$ cat src/rtl/uart_tx_ctrl.sv
// UART transmitter control and datapath stage.
// Sequences one frame (start, LSB-first data, optional parity, stop) one bit per CLK
// cycle and drives the line-select code, serial data bit and parity bit for the TX mux.
// All outputs are registered, and each one is computed from the state being entered.

module uart_tx_ctrl #(
  parameter int DATA_WIDTH = 8
) (
  input  logic                  CLK,
  input  logic                  RST,
  input  logic [DATA_WIDTH-1:0] P_DATA,
  input  logic                  DATA_VALID,
  input  logic                  PAR_EN,
  input  logic                  PAR_TYP,
  output logic [1:0]            SEL,
  output logic                  ser_out,
  output logic                  parity_out,
  output logic                  BUSY
);

  localparam int CntW = (DATA_WIDTH > 1) ? $clog2(DATA_WIDTH) : 1;
  localparam logic [CntW-1:0] LastBit = CntW'(DATA_WIDTH - 1);

  // Line-select codes understood by the TX mux
  localparam logic [1:0] SelStart  = 2'b00;
  localparam logic [1:0] SelData   = 2'b01;
  localparam logic [1:0] SelParity = 2'b11;
  localparam logic [1:0] SelStop   = 2'b10;

  typedef enum logic [2:0] {
    StIdle,
    StStart,
    StData,
    StParity,
    StStop
  } state_e;

  state_e                r_state;
  logic [1:0]            r_sel;
  logic                  r_ser;
  logic                  r_par;
  logic                  r_busy;
  logic                  r_par_en;
  logic [CntW-1:0]       r_cnt;
  logic [DATA_WIDTH-1:0] r_shift;

  // Frame sequencer with registered outputs. The shift register always holds the
  // not-yet-presented data bits in its low end, so ser_out is loaded from bit 0.
  always_ff @(posedge CLK or posedge RST) begin
    if (RST) begin
      r_state  <= StIdle;
      r_sel    <= SelStop;
      r_ser    <= 1'b0;
      r_par    <= 1'b0;
      r_busy   <= 1'b0;
      r_par_en <= 1'b0;
      r_cnt    <= '0;
      r_shift  <= '0;
    end else begin
      unique case (r_state)
        StIdle: begin
          if (DATA_VALID) begin
            r_shift  <= P_DATA;
            r_par_en <= PAR_EN;
            // Parity type folds into the bit at accept, so it need not be kept
            r_par    <= (^P_DATA) ^ PAR_TYP;
            r_state  <= StStart;
            r_sel    <= SelStart;
            r_busy   <= 1'b1;
          end
        end
        StStart: begin
          r_ser   <= r_shift[0];
          r_shift <= r_shift >> 1;
          r_cnt   <= '0;
          r_state <= StData;
          r_sel   <= SelData;
        end
        StData: begin
          if (r_cnt == LastBit) begin
            r_cnt <= '0;
            if (r_par_en) begin
              r_state <= StParity;
              r_sel   <= SelParity;
            end else begin
              r_state <= StStop;
              r_sel   <= SelStop;
            end
          end else begin
            r_ser   <= r_shift[0];
            r_shift <= r_shift >> 1;
            r_cnt   <= r_cnt + 1'b1;
          end
        end
        StParity: begin
          r_state <= StStop;
          r_sel   <= SelStop;
        end
        StStop: begin
          r_state <= StIdle;
          r_sel   <= SelStop;
          r_busy  <= 1'b0;
        end
        default: begin
          r_state <= StIdle;
          r_sel   <= SelStop;
          r_busy  <= 1'b0;
        end
      endcase
    end
  end

  assign SEL        = r_sel;
  assign ser_out    = r_ser;
  assign parity_out = r_par;
  assign BUSY       = r_busy;

endmodule
$ cat config.mk
export PLATFORM = sky130hd
export DESIGN_NAME = uart_tx_ctrl
export DESIGN_NICKNAME = d
export VERILOG_FILES = /design/src/rtl/uart_tx_ctrl.sv
export SDC_FILE = /design/constraint.sdc
export NUM_CORES = 1
export LEC_CHECK = 0
export CORE_ASPECT_RATIO = 0.7
export CORE_MARGIN = 8
export CORE_UTILIZATION = 51
export CTS_CLUSTER_DIAMETER = 150
export DETAILED_ROUTE_END_ITERATION = 8
export GPL_ROUTABILITY_DRIVEN = 0
export PLACE_DENSITY = 0.74
export SYNTH_ARGS = -nofsm -noshare
export SYNTH_HDL_FRONTEND = slang
export SYNTH_SLANG_ARGS = --single-unit
$ cat constraint.sdc
create_clock -name CLK -period 2.1 [get_ports CLK]
set_input_delay 0.525 -clock CLK [delete_from_list [all_inputs] [get_ports CLK]]
set_output_delay 0.525 -clock CLK [all_outputs]
set_load 0.01 [all_outputs]
==> flow_summary.rst, run 1 <==
.. list-table::
   :header-rows: 1

   * - Metric
     - Value
   * - Signal arrival time at the worst endpoint
     - 1.38 ns
   * - Post-synthesis net count
     - 121
   * - Cts bufs inserted
     - 3
   * - Seq cells post-synth
     - 20
   * - Bufs on Longest Clock Path
     - 2
   * - Initial core utilization
     - 52.1%
   * - Sequential cell area fraction in the yosys report
     - 46.6%
   * - Utilization after layout
     - 63.3%
   * - Leftover overflow at the end of global routing
     - 0
   * - DRC violation count after routing
     - 0
   * - Setup Viol. Count Final
     - 0
   * - Core box area
     - 0.00207 mm^2
   * - Setup Total Neg Slack
     - 0 ns
   * - Total wirelength of the detailed-routed design
     - 2100 um
   * - Comb pwr share
     - 48.8%
   * - Crit path buffers/inverters
     - 1
   * - Portion of synthesized cell area occupied by the leading cell type
     - 44.1%
   * - Final period utilization
     - 90.9%
   * - Top cell family by delay on the critical path
     - flip-flops
   * - Avg Vias per Cell
     - 5.36
   * - Port Buffers
     - 17
   * - Number of sinks handled by clock tree synthesis
     - 20
   * - Count of TritonRoute iterations in the first routing pass
     - 4
   * - Leading register cell type out of synthesis
     - sky130_fd_sc_hd__dfrtp_1
   * - Maximum number of pins on one net before global-route repair
     - 21
   * - Timing startpoint of the critical path
     - SEL[1]
   * - Leakage power summed over all cells
     - 0.557 nW
   * - Highest attainable clock frequency
     - 0.524 GHz
   * - CP Capture Type
     - output port
   * - Worst stage delay on the critical path
     - 0.55 ns
   * - Clock period minus worst slack
     - 1.91 ns
   * - Source of the worst hold timing path
     - ser_out
   * - Seq pwr share
     - 40.7%
   * - Hold Worst Slack
     - 0.504 ns
   * - Area of all placed cells without fillers
     - 0.00131 mm^2
   * - Vias in the first global route
     - 814
   * - Vias
     - 799
   * - Area Overhead vs Synth
     - 21.5%
   * - Cells along the critical path
     - clkdlybuf4s50_1
   * - Die Height
     - 54.5 um
   * - Outcome
     - complete, no violations
   * - Slew headroom
     - 69.9%
   * - Top cells by area in the synthesized netlist
     - sky130_fd_sc_hd__dfrtp_1 44%, sky130_fd_sc_hd__mux2i_1 6.5%, sky130_fd_sc_hd__a21oi_1 4.6%, sky130_fd_sc_hd__nor2_1 4.2%, sky130_fd_sc_hd__xnor2_1 4.1%
   * - Fraction of registers with async set or reset after synthesis
     - 100%
   * - Routed wire length per instance
     - 14.1 um
   * - Setup repair after global routing missed its margin
     - false
   * - Number of ports placed on the die boundary
     - 18
   * - Proportion of power drawn by the clock network
     - 10.5%
   * - Antenna violations before repair
     - 0
   * - Worst reg2reg path startpoint
     - r_cnt[0]
   * - DP Wirelength
     - 1600 um
   * - Largest fanout on the critical path
     - 2
   * - Maximum resistive drop on vdd
     - 0.000602 V
   * - Setup CP Type
     - reg2out
   * - Antenna Nets Post-Route
     - 0
   * - Die Span X
     - 70.9 um
   * - Highest-delay cell along the critical path
     - sky130_fd_sc_hd__dfstp_2
   * - Post-Syn Area
     - 0.00108 mm^2
   * - Power density of the placed cells
     - 1380 mW/mm^2
   * - Number of buffers inserted to repair setup after CTS
     - 0
   * - Wire length of the first global-routing pass
     - 3660 um
   * - Total Die Area
     - 0.00386 mm^2
   * - Slew at the pin closest to its max-slew limit
     - 0.451 ns
   * - Post-synth EDFFs
     - 0
   * - Final layout net count
     - 141
   * - Final Max Slew Viols
     - 0
   * - Cts-stage hold buffer count
     - 0
   * - Total of cells resized after clock tree synthesis
     - 0
   * - Count of maximum capacitance violations
     - 0
   * - Hold crit path type
     - reg2reg
   * - Count of final hold-check violations
     - 0
   * - Mean post-synth cell area
     - 10.2 um^2
   * - Net switching power of the design
     - 697 uW
   * - Switching share of total power
     - 38.5%
   * - Endpoint required time on the critical path
     - 1.57 ns
   * - Clock latency at the later pin of the worst-skew pair
     - 0.30 ns
   * - CTS root buf
     - sky130_fd_sc_hd__clkbuf_4
   * - YS warnings
     - 0
   * - Final Total Pwr
     - 1.81 mW
   * - Placement Rows
     - 14
   * - Cell Area, Placed
     - 0.00128 mm^2
   * - Setup clock skew after layout
     - 0.00521 ns
   * - Yosys top cell by area
     - sky130_fd_sc_hd__dfrtp_1
   * - Layout cell share with drive strength beyond 1
     - 10.4%
   * - Number of H-tree levels
     - 1
   * - Number of antenna diodes
     - 0
   * - Drt first-iter violations
     - 23
   * - Crit path launch type
     - flip-flop
   * - Clock-pin slew on the worst setup and hold paths
     - 0.11 ns
   * - Syn Inst Count
     - 106
   * - Total routing usage reported by global routing
     - 12.2%
   * - CTS tree
     - done
   * - Power Internal
     - 1.11 mW
   * - Number of distinct library cell variants in the gate-level netlist after synthesis
     - 30
power by group through the flow:
stage          logic [mW]  registers, mW  clock network (mW)
5_1_grt             0.995          0.762               0.218
3_5_place_dp        0.895          0.744                   0
3_3_place_gp        0.872          0.733                   0
6_report            0.882          0.736               0.190
4_1_cts             0.896          0.736               0.200
2_1_floorplan       0.675          0.681                   0
cell usage after synthesis (2+ instances only):
master                     number
sky130_fd_sc_hd__nand3_1        2
sky130_fd_sc_hd__a21oi_2        2
sky130_fd_sc_hd__clkbuf_1       2
sky130_fd_sc_hd__nor2_1        12
sky130_fd_sc_hd__o21a_1         2
sky130_fd_sc_hd__ha_1           2
sky130_fd_sc_hd__a21oi_1       10
sky130_fd_sc_hd__xnor2_1        5
sky130_fd_sc_hd__nand2b_1       4
sky130_fd_sc_hd__dfrtp_1       19
sky130_fd_sc_hd__inv_1          3
sky130_fd_sc_hd__a21oi_4        2
sky130_fd_sc_hd__mux2i_1        7
sky130_fd_sc_hd__nand3b_1       2
sky130_fd_sc_hd__nand2_1        6
sky130_fd_sc_hd__mux2_2         2
sky130_fd_sc_hd__nor2b_1        5
sky130_fd_sc_hd__o21ai_0        7
layout by cell type (no fill, tap or decap), drive strengths merged:
cell	n
xnor3	1
ha	2
inv	3
o21bai	1
a21o	1
nand2b	4
nand2	6
dfrtp	19
dfstp	1
xnor2	5
a21oi	14
nor2	12
buf	2
or3b	1
clkbuf	4
xor2	1
o21a	2
mux2i	7
nand3	2
nor3	1
a31oi	1
nor2b	5
mux2	2
nand3b	2
clkdlybuf4s50	17
o21ai	8
a211oi	1
cell families after synthesis:
logic type / share of synthesized area (%)
buffers and inverters: 3.14
flip-flops: 46.6
AND/OR/NAND/NOR: 15.3
multiplexers: 8.59
adder cells (fa/ha/maj): 2.32
AO/OA/AOI/OAI: 17.1
XOR/XNOR: 6.97
per-layer routing:
layer | wire length (um) | vias to the layer above | track usage (%) | part of all wire (%)
li1 | - | 403 | - | -
met1 | 1030 | 376 | 14.2 | 49
met2 | 907 | 15 | 20.1 | 43
met3 | 129 | 5 | 5.48 | 6.2
met4 | 28 | 0 | 4.11 | 1.3
met5 | 0 | - | 0 | 0
final timing paths:
path	to	slack, ns	cells past startpoint
min in group asynchronous	r_shift[6]	0.53	3
hold / removal	ser_out	0.50	2
hold reg to reg	ser_out	0.50	2
setup reg to reg	r_shift[3]	0.24	7
setup / recovery	SEL[1]	0.19	1
max in group asynchronous	SEL[1]	1.30	3
stage by stage:
stage                     instances  setup slack [ns]
after floorplan                 106             0.342
after global routing            149             0.115
after CTS                       149             0.183
final                           149             0.192
after detailed placement        145           0.00384
after global placement          145            0.0386
layout make-up:
| class | instances | area, um^2 |
|---|---|---|
| Tap cell | 24 | 30.0 |
| Timing Repair Buffer | 19 | 198 |
| Clock buffer | 4 | 26.3 |
| Sequential cell | 20 | 502 |
| Multi-Input combinational cell | 79 | 542 |
| Inverter | 3 | 11.3 |
| Fill cell | 180 | 758 |
state kept, by name, indices dropped and copies added (netlist names):
| name | flops |
|---|---|
| parity_out | 1 |
| r_cnt | 3 |
| SEL | 2 |
| r_par_en | 1 |
| r_shift | 8 |
| r_state | 3 |
| BUSY | 1 |
| ser_out | 1 |
(Power assumes the default switching activity.)
==> run 2: changes to the inputs <==
Settings changed: PLACE_DENSITY 0.74 to 0.73.
==> flow_summary.rst, run 2 (same netlist as run 1, synthesis figures left out) <==
.. list-table::
   :header-rows: 1

   * - Metric
     - Value
   * - Outcome
     - complete, no violations (unchanged)
   * - Antenna violations before repair
     - 0 (unchanged)
   * - Highest-delay cell along the critical path
     - sky130_fd_sc_hd__dfstp_2 (unchanged)
   * - Antenna Nets Post-Route
     - 0 (unchanged)
   * - Core box area
     - 0.00207 mm^2 (unchanged)
   * - Number of H-tree levels
     - 1 (unchanged)
   * - Largest registers
     - r_shift x8, r_cnt x3, r_state x3 (unchanged)
   * - DRC violation count after routing
     - 0 (unchanged)
   * - Hold crit path type
     - reg2reg (unchanged)
   * - Count of final hold-check violations
     - 0 (unchanged)
   * - Setup clock skew after layout
     - 0.000957 ns (was 0.00521 ns)
   * - Total routing usage reported by global routing
     - 12.4% (was 12.2%)
   * - Power Internal
     - 1.14 mW (was 1.11 mW)
   * - CP Capture Type
     - output port (unchanged)
   * - Die Span X
     - 70.9 um (unchanged)
   * - Final period utilization
     - 90.4% (was 90.9%)
   * - Maximum resistive drop on vdd
     - 0.000650 V (was 0.000602 V)
   * - Final Max Slew Viols
     - 0 (unchanged)
   * - Clock-pin slew on the worst setup and hold paths
     - 0.11 ns (about the same)
   * - Max FFs per register
     - 8 (unchanged)
   * - Top cell family by delay on the critical path
     - flip-flops (unchanged)
   * - Cells along the critical path
     - clkdlybuf4s50_1 (unchanged)
   * - Total of cells resized after clock tree synthesis
     - 0 (unchanged)
   * - Count of maximum capacitance violations
     - 0 (unchanged)
   * - Total wirelength of the detailed-routed design
     - 2110 um (was 2100 um)
   * - Cts bufs inserted
     - 3 (unchanged)
   * - Comb pwr share
     - 48.0% (was 48.8%)
   * - Proportion of power drawn by the clock network
     - 12.1% (was 10.5%)
   * - Layout cell share with drive strength beyond 1
     - 11.9% (was 10.4%)
   * - Number of sinks handled by clock tree synthesis
     - 20 (unchanged)
   * - Dpl ws
     - 0.0126 ns (was 0.00384 ns)
   * - Count of TritonRoute iterations in the first routing pass
     - 4 (unchanged)
   * - Bufs on Longest Clock Path
     - 2 (unchanged)
   * - Most frequent cells in the layout
     - 19 x sky130_fd_sc_hd__dfrtp_1, 17 x sky130_fd_sc_hd__clkdlybuf4s50_1, 12 x sky130_fd_sc_hd__nor2_1 (unchanged)
   * - Power density of the placed cells
     - 1390 mW/mm^2 (was 1380 mW/mm^2)
   * - Number of antenna diodes
     - 0 (unchanged)
   * - Net switching power of the design
     - 699 uW (was 697 uW)
   * - Routed wire length per instance
     - 14.1 um (about the same)
   * - CTS root buf
     - sky130_fd_sc_hd__clkbuf_4 (unchanged)
   * - CTS tree
     - done (unchanged)
   * - Clock period minus worst slack
     - 1.90 ns (was 1.91 ns)
   * - Worst setup slack after layout
     - 0.201 ns (was 0.192 ns)
   * - Port Buffers
     - 17 (unchanged)
   * - Final Total Pwr
     - 1.84 mW (was 1.81 mW)
   * - Vias
     - 792 (was 799)
   * - Slew headroom
     - 70.6% (was 69.9%)
   * - Area of all placed cells without fillers
     - 0.00133 mm^2 (was 0.00131 mm^2)
   * - Crit path launch type
     - flip-flop (unchanged)
   * - Area Overhead vs Synth
     - 23.1% (was 21.5%)
   * - Setup Total Neg Slack
     - 0 ns (unchanged)
   * - Cell Area, Placed
     - 0.00129 mm^2 (was 0.00128 mm^2)
   * - DP Wirelength
     - 1630 um (was 1600 um)
   * - Commonest non-fill, non-tap cell in the layout
     - sky130_fd_sc_hd__dfrtp_1 (unchanged)
   * - Leftover overflow at the end of global routing
     - 0 (unchanged)
   * - Crit path buffers/inverters
     - 1 (unchanged)
   * - Wire length of the first global-routing pass
     - 3710 um (was 3660 um)
   * - Slew at the pin closest to its max-slew limit
     - 0.442 ns (was 0.451 ns)
   * - Signal arrival time at the worst endpoint
     - 1.37 ns (was 1.38 ns)
   * - Clock latency at the later pin of the worst-skew pair
     - 0.30 ns (about the same)
   * - Setup CP Type
     - reg2out (unchanged)
   * - Die Height
     - 54.5 um (unchanged)
   * - Final layout net count
     - 142 (was 141)
   * - Endpoint required time on the critical path
     - 1.57 ns (about the same)
   * - Total Die Area
     - 0.00386 mm^2 (unchanged)
   * - Highest attainable clock frequency
     - 0.527 GHz (was 0.524 GHz)
   * - Switching share of total power
     - 37.9% (was 38.5%)
   * - Avg Vias per Cell
     - 5.28 (was 5.36)
   * - Placement Rows
     - 14 (unchanged)
   * - Drt first-iter violations
     - 52 (was 23)
   * - Number of ports placed on the die boundary
     - 18 (unchanged)
   * - Leakage power summed over all cells
     - 0.569 nW (was 0.557 nW)
   * - Seq pwr share
     - 39.8% (was 40.7%)
   * - Maximum number of pins on one net before global-route repair
     - 21 (unchanged)
   * - Setup repair after global routing missed its margin
     - false (unchanged)
   * - Cts-stage hold buffer count
     - 0 (unchanged)
   * - Vias in the first global route
     - 801 (was 814)
   * - Top register by number of flip-flops
     - r_shift (unchanged)
   * - Initial core utilization
     - 52.1% (unchanged)
   * - Worst stage delay on the critical path
     - 0.55 ns (about the same)
   * - Setup Viol. Count Final
     - 0 (unchanged)
   * - Number of buffers inserted to repair setup after CTS
     - 0 (unchanged)
   * - Largest fanout on the critical path
     - 2 (unchanged)
==> run 2: final timing paths <==
check,startpoint,end,slack [ns],cells past startpoint
setup reg to reg,r_cnt[0],r_shift[3],0.32,7
min in group asynchronous,RST,r_shift[7],0.54,3
hold / removal,ser_out,ser_out,0.51,2
max in group asynchronous,RST,SEL[1],1.30,3
setup / recovery,SEL[1],SEL[1],0.20,1
hold reg to reg,ser_out,ser_out,0.51,2
==> run 2: cell type report <==
class | count | area [um^2]
clock buffer | 4 | 36.3
fill | 189 | 741
inverter | 3 | 11.3
multi-input combinational | 79 | 542
sequential | 20 | 502
tap | 24 | 30.0
timing repair buffer | 20 | 205
==> run 2: stage by stage <==
step / util [%] / cells / hold WS (ns)
3_5_place_dp: 62.4 / 146 / 0.487
3_3_place_gp: 62.4 / 146 / 0.483
2_1_floorplan: - / 106 / 0.467
5_1_grt: 64.2 / 150 / 0.554
6_report: 64.2 / 150 / 0.507
4_1_cts: 64.2 / 150 / 0.514
==> run 2: power groups by stage <==
stage | clock (mW) | sequential (mW) | combinational [mW]
after floorplan | 0 | 0.681 | 0.675
after global placement | 0 | 0.732 | 0.874
after detailed placement | 0 | 0.743 | 0.895
after CTS | 0.235 | 0.735 | 0.901
after global routing | 0.248 | 0.758 | 0.995
final | 0.223 | 0.734 | 0.886
==> run 2: tightest hold or removal path, stage by stage, from the launching register on <==
cell and delay, ns:
sky130_fd_sc_hd__dfrtp_1 0.35, sky130_fd_sc_hd__o21ai_0 0.08, sky130_fd_sc_hd__nand2_1 0.05
==> run 2: metal layers <==
metal  vias up  routed length, um  global-route usage (%)
li1        401                  -                       -
met1       374               1040                    14.8
met2        12                950                    20.7
met3         5                 93                    4.75
met4         0                 28                    4.11
met5         -                  0                       0
==> run 3: changes to the inputs <==
Settings changed: CORE_UTILIZATION 51 to 46, PLACE_DENSITY 0.73 to 0.69.
Clock period 2.1 ns to 1.5 ns, I/O delays scaled along.
==> flow_summary.rst, run 3 (same netlist as run 1, synthesis figures left out) <==
.. list-table::
   :header-rows: 1

   * - Metric
     - Value
   * - Outcome
     - finished with violations (was complete, no violations)
   * - Violated checks
     - negative setup slack
   * - Top register by number of flip-flops
     - r_shift (unchanged)
   * - Number of antenna diodes
     - 0 (unchanged)
   * - Largest fanout on the critical path
     - 8 (was 2)
   * - Leakage power summed over all cells
     - 0.681 nW (was 0.569 nW)
   * - Cts bufs inserted
     - 3 (unchanged)
   * - Count of TritonRoute iterations in the first routing pass
     - 4 (unchanged)
   * - Final Max Slew Viols
     - 0 (unchanged)
   * - Commonest non-fill, non-tap cell in the layout
     - sky130_fd_sc_hd__dfrtp_1 (unchanged)
   * - Net switching power of the design
     - 1.14 mW (was 699 uW)
   * - Total wirelength of the detailed-routed design
     - 2540 um (was 2110 um)
   * - Setup clock skew after layout
     - 0.0153 ns (was 0.000957 ns)
   * - Core box area
     - 0.00219 mm^2 (was 0.00207 mm^2)
   * - Crit path launch type
     - flip-flop (unchanged)
   * - Port Buffers
     - 17 (unchanged)
   * - Most frequent cells in the layout
     - 19 x sky130_fd_sc_hd__dfrtp_1, 13 x sky130_fd_sc_hd__buf_4, 9 x sky130_fd_sc_hd__nor2_1 (was 19 x sky130_fd_sc_hd__dfrtp_1, 17 x sky130_fd_sc_hd__clkdlybuf4s50_1, 12 x sky130_fd_sc_hd__nor2_1)
   * - Maximum number of pins on one net before global-route repair
     - 21 (unchanged)
   * - Cells along the critical path
     - ha_2 -> ha_4 -> or3b_4 -> a21oi_4 -> buf_12 -> nor2_2 -> a21oi_2 (was clkdlybuf4s50_1)
   * - DRC violation count after routing
     - 0 (unchanged)
   * - Final layout net count
     - 155 (was 142)
   * - Hold Worst Slack
     - 0.379 ns (was 0.507 ns)
   * - Bufs on Longest Clock Path
     - 2 (unchanged)
   * - Critical path destination
     - r_shift[3] (was SEL[1])
   * - Slew at the pin closest to its max-slew limit
     - 0.359 ns (was 0.442 ns)
   * - DP Wirelength
     - 1790 um (was 1630 um)
   * - Clock-pin slew on the worst setup and hold paths
     - 0.13 ns (was 0.11 ns)
   * - CTS root buf
     - sky130_fd_sc_hd__clkbuf_4 (unchanged)
   * - Fill cell total of the finished layout
     - 184 (was 189)
   * - Top cell family by delay on the critical path
     - simple AND/OR/NAND/NOR gates (was flip-flops)
   * - Proportion of power drawn by the clock network
     - 11.2% (was 12.1%)
   * - Drt first-iter violations
     - 31 (was 52)
   * - Dpl ws
     - -0.475 ns (was 0.0126 ns)
   * - Highest attainable clock frequency
     - 0.560 GHz
   * - Die Span X
     - 73.8 um (was 70.9 um)
   * - Setup Viol. Count Final
     - 10 (was 0)
   * - Clock period minus worst slack
     - 1.79 ns
   * - CTS tree
     - done (unchanged)
   * - Endpoint required time on the critical path
     - 1.73 ns (was 1.57 ns)
   * - Worst setup slack after layout
     - -0.286 ns (was 0.201 ns)
   * - Worst R2R End
     - r_shift[3] (unchanged)
   * - Total routing usage reported by global routing
     - 12.8% (was 12.4%)
   * - Antenna Nets Post-Route
     - 0 (unchanged)
   * - Crit path buffers/inverters
     - 1 (unchanged)
   * - Final period utilization
     - 119%
   * - Area Overhead vs Synth
     - 39.3% (was 23.1%)
   * - Count of final hold-check violations
     - 0 (unchanged)
   * - Largest registers
     - r_shift x8, r_cnt x3, r_state x3 (unchanged)
   * - Seq pwr share
     - 33.2% (was 39.8%)
   * - Hold crit path type
     - in2async (was reg2reg)
   * - Layout cell share with drive strength beyond 1
     - 28.1% (was 11.9%)
   * - Signal arrival time at the worst endpoint
     - 2.02 ns (was 1.37 ns)
   * - Worst stage delay on the critical path
     - 0.42 ns (was 0.55 ns)
   * - Max FFs per register
     - 8 (unchanged)
   * - CP Capture Type
     - flip-flop (was output port)
   * - Routed wire length per instance
     - 14.9 um (was 14.1 um)
   * - Number of cells traversed by the worst register-to-register path
     - 7 (unchanged)
   * - Cts-stage hold buffer count
     - 0 (unchanged)
   * - Vias
     - 883 (was 792)
   * - Placement Rows
     - 14 (unchanged)
   * - Clock latency at the later pin of the worst-skew pair
     - 0.31 ns (was 0.30 ns)
   * - Highest-delay cell along the critical path
     - sky130_fd_sc_hd__dfrtp_1 (was sky130_fd_sc_hd__dfstp_2)
   * - Setup CP Type
     - reg2reg (was reg2out)
   * - Number of sinks handled by clock tree synthesis
     - 20 (unchanged)
   * - Avg Vias per Cell
     - 5.16 (was 5.28)
   * - Maximum resistive drop on vdd
     - 0.000982 V (was 0.000650 V)
   * - Setup repair after global routing missed its margin
     - true (was false)
   * - Timing startpoint of the critical path
     - r_cnt[0] (was SEL[1])
   * - Power Internal
     - 1.79 mW (was 1.14 mW)
   * - Number of ports placed on the die boundary
     - 18 (unchanged)
   * - Leftover overflow at the end of global routing
     - 0 (unchanged)
   * - Number of H-tree levels
     - 1 (unchanged)
   * - Cell count along the critical path
     - 7 (was 1)
   * - Wire length of the first global-routing pass
     - 4260 um (was 3710 um)
   * - Power density of the placed cells
     - 1950 mW/mm^2 (was 1390 mW/mm^2)
   * - Total Die Area
     - 0.00417 mm^2 (was 0.00386 mm^2)
   * - Antenna violations before repair
     - 0 (unchanged)
   * - Vias in the first global route
     - 871 (was 801)
   * - Slack of the worst reg-to-reg path
     - -0.29 ns (was 0.32 ns)
   * - Slew headroom
     - 76.0% (was 70.6%)
   * - Switching share of total power
     - 39.0% (was 37.9%)
   * - Initial core utilization
     - 49.2% (was 52.1%)
   * - Comb pwr share
     - 55.6% (was 48.0%)
   * - Count of maximum capacitance violations
     - 0 (unchanged)
   * - Worst reg2reg path startpoint
     - r_cnt[0] (unchanged)
   * - Die Height
     - 56.5 um (was 54.5 um)
run 3: cell count changes in the layout (fill, tap and decap cells not counted), sizes merged:
cell	before	now
dlygate4sd2	0	8
clkbuf	4	6
buf	3	15
dlymetal6s2s	0	2
clkdlybuf4s50	17	6
run 3: power by group through the flow:
stage                     sequential (mW)  combinational, mW  clock (mW)
after floorplan                     0.957              0.953           0
after detailed placement            0.976               1.48           0
after global routing                 1.02               1.80       0.346
after CTS                           0.964               1.46       0.327
after global placement              0.964               1.44           0
final                               0.973               1.63       0.327
run 3: worst min-delay path by stage:
stage / endpoint / slack [ns] / cells past startpoint
after global placement: ser_out / 0.49 / 2
final: r_shift[7] / 0.38 / 3
after detailed placement: ser_out / 0.49 / 2
after global routing: r_shift[7] / 0.39 / 3
after floorplan: BUSY / 0.34 / 1
after CTS: r_shift[7] / 0.39 / 3
run 3: final cells by class:
type | count | area, um^2 | share of cell area [%]
sequential | 20 | 502 | 33.4
multi-input combinational | 79 | 588 | 39.2
tap | 32 | 40.0 | 2.67
clock buffer | 4 | 36.3 | 2.42
inverter | 3 | 11.3 | 0.751
timing repair buffer | 33 | 323 | 21.5
run 3: stage by stage:
step | setup TNS [ns] | area, um^2 | cells | power (mW) | utilization, %
finish | -2.28 | 1500 | 171 | 2.93 | 68.5
CTS | -2.29 | 1450 | 170 | 2.75 | 66.3
floorplan | -1.63 | 1090 | 106 | 1.91 | -
global placement | -2.33 | 1410 | 165 | 2.40 | 64.4
global route | -2.73 | 1500 | 171 | 3.16 | 68.5
detailed placement | -2.88 | 1410 | 165 | 2.45 | 64.4
run 3: timing repair:
| item | CTS | global route |
|---|---|---|
| setup buffers | 1 | 0 |
| cloned | 0 | 1 |
| endpoints found under the setup margin | 17 | 13 |
| pin swaps | 3 | 5 |
| gates resized for setup | 11 | 10 |
run 3: worst min-delay path: stages:
cell                              delay [ns]
sky130_fd_sc_hd__clkdlybuf4s50_1        0.40
sky130_fd_sc_hd__inv_1                  0.10
sky130_fd_sc_hd__buf_12                 0.18
run 3: layer usage:
metal / vias to the layer above / global-route usage, % / share of wire [%]
met3: 4 / 4.78 / 6.8
met1: 419 / 18.0 / 49
met4: 0 / 1.70 / 1.1
li1: 432 / - / -
met2: 28 / 18.1 / 43
met5: - / 0 / 0
==> RTL change: new RTL, settings of run 2 <==
Reset style: synchronous (`RST`), changed in one clocked block.
--- a/src/rtl/uart_tx_ctrl.sv
+++ b/src/rtl/uart_tx_ctrl.sv
@@ -47,5 +47,5 @@
   // Frame sequencer with registered outputs. The shift register always holds the
   // not-yet-presented data bits in its low end, so ser_out is loaded from bit 0.
-  always_ff @(posedge CLK or posedge RST) begin
+  always_ff @(posedge CLK) begin
     if (RST) begin
       r_state  <= StIdle;
Function: differs if RST is asserted again (counterexample within 4 cycles, from zero or initial values and one cycle with RST high); with RST held inactive, the same outputs for 10 cycles.
==> RTL change against run 2 <==
Sequential cell count is the same; worst setup slack lost 0.065 ns; routed wire length is 13% higher; final area grew 0.19%; area after synthesis decreased by 3.4%; fmax down 3.3%; synthesized cell count grew 12%; sequential share of layout area is 7.7 points lower; critical endpoint is now r_shift[1]; largest cell class unchanged.
Power is not compared: it rests on default switching activity, and its combinational part moved more than twofold at a synthesized area within 25%.
==> RTL change: results (changes against run 2) <==
[clocking]
holdBufCountCts=0  ; unchanged
cts_root_buf=clkbuf_4
clock_latency_ns=0.31
cts.reportedPaths.clkPinSlew_ns=0.12
clockBufferDepth=2  ; unchanged
htree_levels=1  ; unchanged
cts_buffers=3  ; unchanged
post_cts_buffers=0  ; unchanged
cts_resized=0  ; unchanged

[place]
place_area_mm2=0.00126  ; -1.9%
place_hpwl_um=1780  ; +8.9%
dp_worst_setup_slack_ns=0.0799  ; +0.0673 ns
port_buffers=17  ; unchanged

[grt]
grt_max_degree=15  ; -29%
grt_pass1_wl_um=4000  ; +7.8%
antenna_found_initial=0  ; unchanged
grt_pass1_vias=850  ; +6.1%
grt.total_usage_pct=13.2  ; +0.80 points

[timing]
setup_slack_ns=0.135  ; -0.0655 ns
setup_viol=0  ; unchanged
clock_skew_ns=0.00610  ; +0.00514 ns
worst_pin_slew_ns=0.409  ; -0.0323 ns
hold_viol=0  ; unchanged
slew_violations=0  ; unchanged
hold_ws_ns=0.485  ; -0.0218 ns

[status]
status=finished, final reports clean

[drt]
top_layer=met4
drt-total-wl_um=2380  ; +13%
vias=914  ; +15%
dr_wl_met2_um=949  ; -0.11%
drt_pre_antenna_iters=4  ; unchanged
wire_per_inst_um=14.5  ; +3.3%
met1_length_um=1300  ; +25%
drt-initial-drc-count=50  ; -3.8%
route.met3.wl_um=118  ; +27%

[layout]
largest_registers=r_shift: 8 flops, r_cnt: 3 flops, r_state: 3 flops
nets=158  ; +11%
drive_above_1_share_pct=14.8  ; +2.9 points

[synth]
synthTopCellsByCount=20 x dfxtp_1, 18 x nor2_1, 11 x nand2_1, 11 x o21ai_0, 7 x a21oi_1
yosys_warnings=0  ; unchanged
ys_async_sr_fraction_pct=0  ; -100 points
ys.flop_type=dfxtp_1
ys_seq_area_share_pct=38.5  ; -8.1 points
syn-num-nets=134  ; +11%
netlist_instances=119  ; +12%
ys_types=34  ; +13%
synthTopCellsByArea=dfxtp_1 38%, nor2_1 6.5%, o21ai_0 5.3%, a311oi_2 4.3%, nand2_1 4.0%

[pwr]
p_leak_nw=0.525
vdd_ir_drop_max_mv=0.695

[worst_setup_path]
cp_max_fo=8  ; +6
rrSetupSlack_ns=0.14  ; -0.18 ns
worst-endpoint-arrival_ns=2.19  ; +0.82 ns

==> RTL change: final cells by class <==
class	count	area [µm²]
Multi-Input combinational cell	89	592
Fill cell	151	558
Sequential cell	20	400
Timing Repair Buffer	27	249
Clock inverter	1	30.0
Tap cell	22	27.5
Clock buffer	3	22.5
Inverter	2	7.51
==> RTL change: routing by layer <==
metal / vias up / track usage [%]
li1: 466 / -
met1: 428 / 17.6
met2: 18 / 19.8
met3: 2 / 5.14
met4: 0 / 2.99
met5: - / 0
==> RTL change: logic make-up (layout without fill, tap and decap cells) <==
| logic type | count (synthesis) | count (layout) | share of synthesized area (%) |
|---|---|---|---|
| adder cells (fa/ha/maj) | 2 | 2 | 2.40 |
| flip-flops | 20 | 20 | 38.5 |
| AND/OR/NAND/NOR | 42 | 42 | 19.5 |
| XOR/XNOR | 7 | 7 | 7.21 |
| multiplexers | 3 | 3 | 3.00 |
| AO/OA/AOI/OAI | 35 | 35 | 24.8 |
| buffers and inverters | 10 | 33 | 4.69 |
==> RTL change: power by group through the flow <==
stage / logic (mW) / registers [mW] / clock network, mW
finish: 0.240 / 0.441 / 0.317
global placement: 0.230 / 0.449 / 0
CTS: 0.234 / 0.441 / 0.323
floorplan: 0.148 / 0.444 / 0
global route: 0.263 / 0.446 / 0.344
detailed placement: 0.233 / 0.449 / 0
==> RTL change: final timing paths <==
path | from | endpoint | cells after the start
max reg2reg | r_cnt[0] | r_shift[1] | 7
min reg2reg | BUSY | BUSY | 1
min | BUSY | BUSY | 1
max | r_cnt[0] | r_shift[1] | 7
==> RTL change: critical path: stages (launching register included) <==
cell and delay, ns:
dfxtp_1 0.37, ha_1 0.23, ha_1 0.20, or3b_4 0.40, a21oi_4 0.26, buf_4 0.17, nor2_1 0.04, a311oi_2 0.22
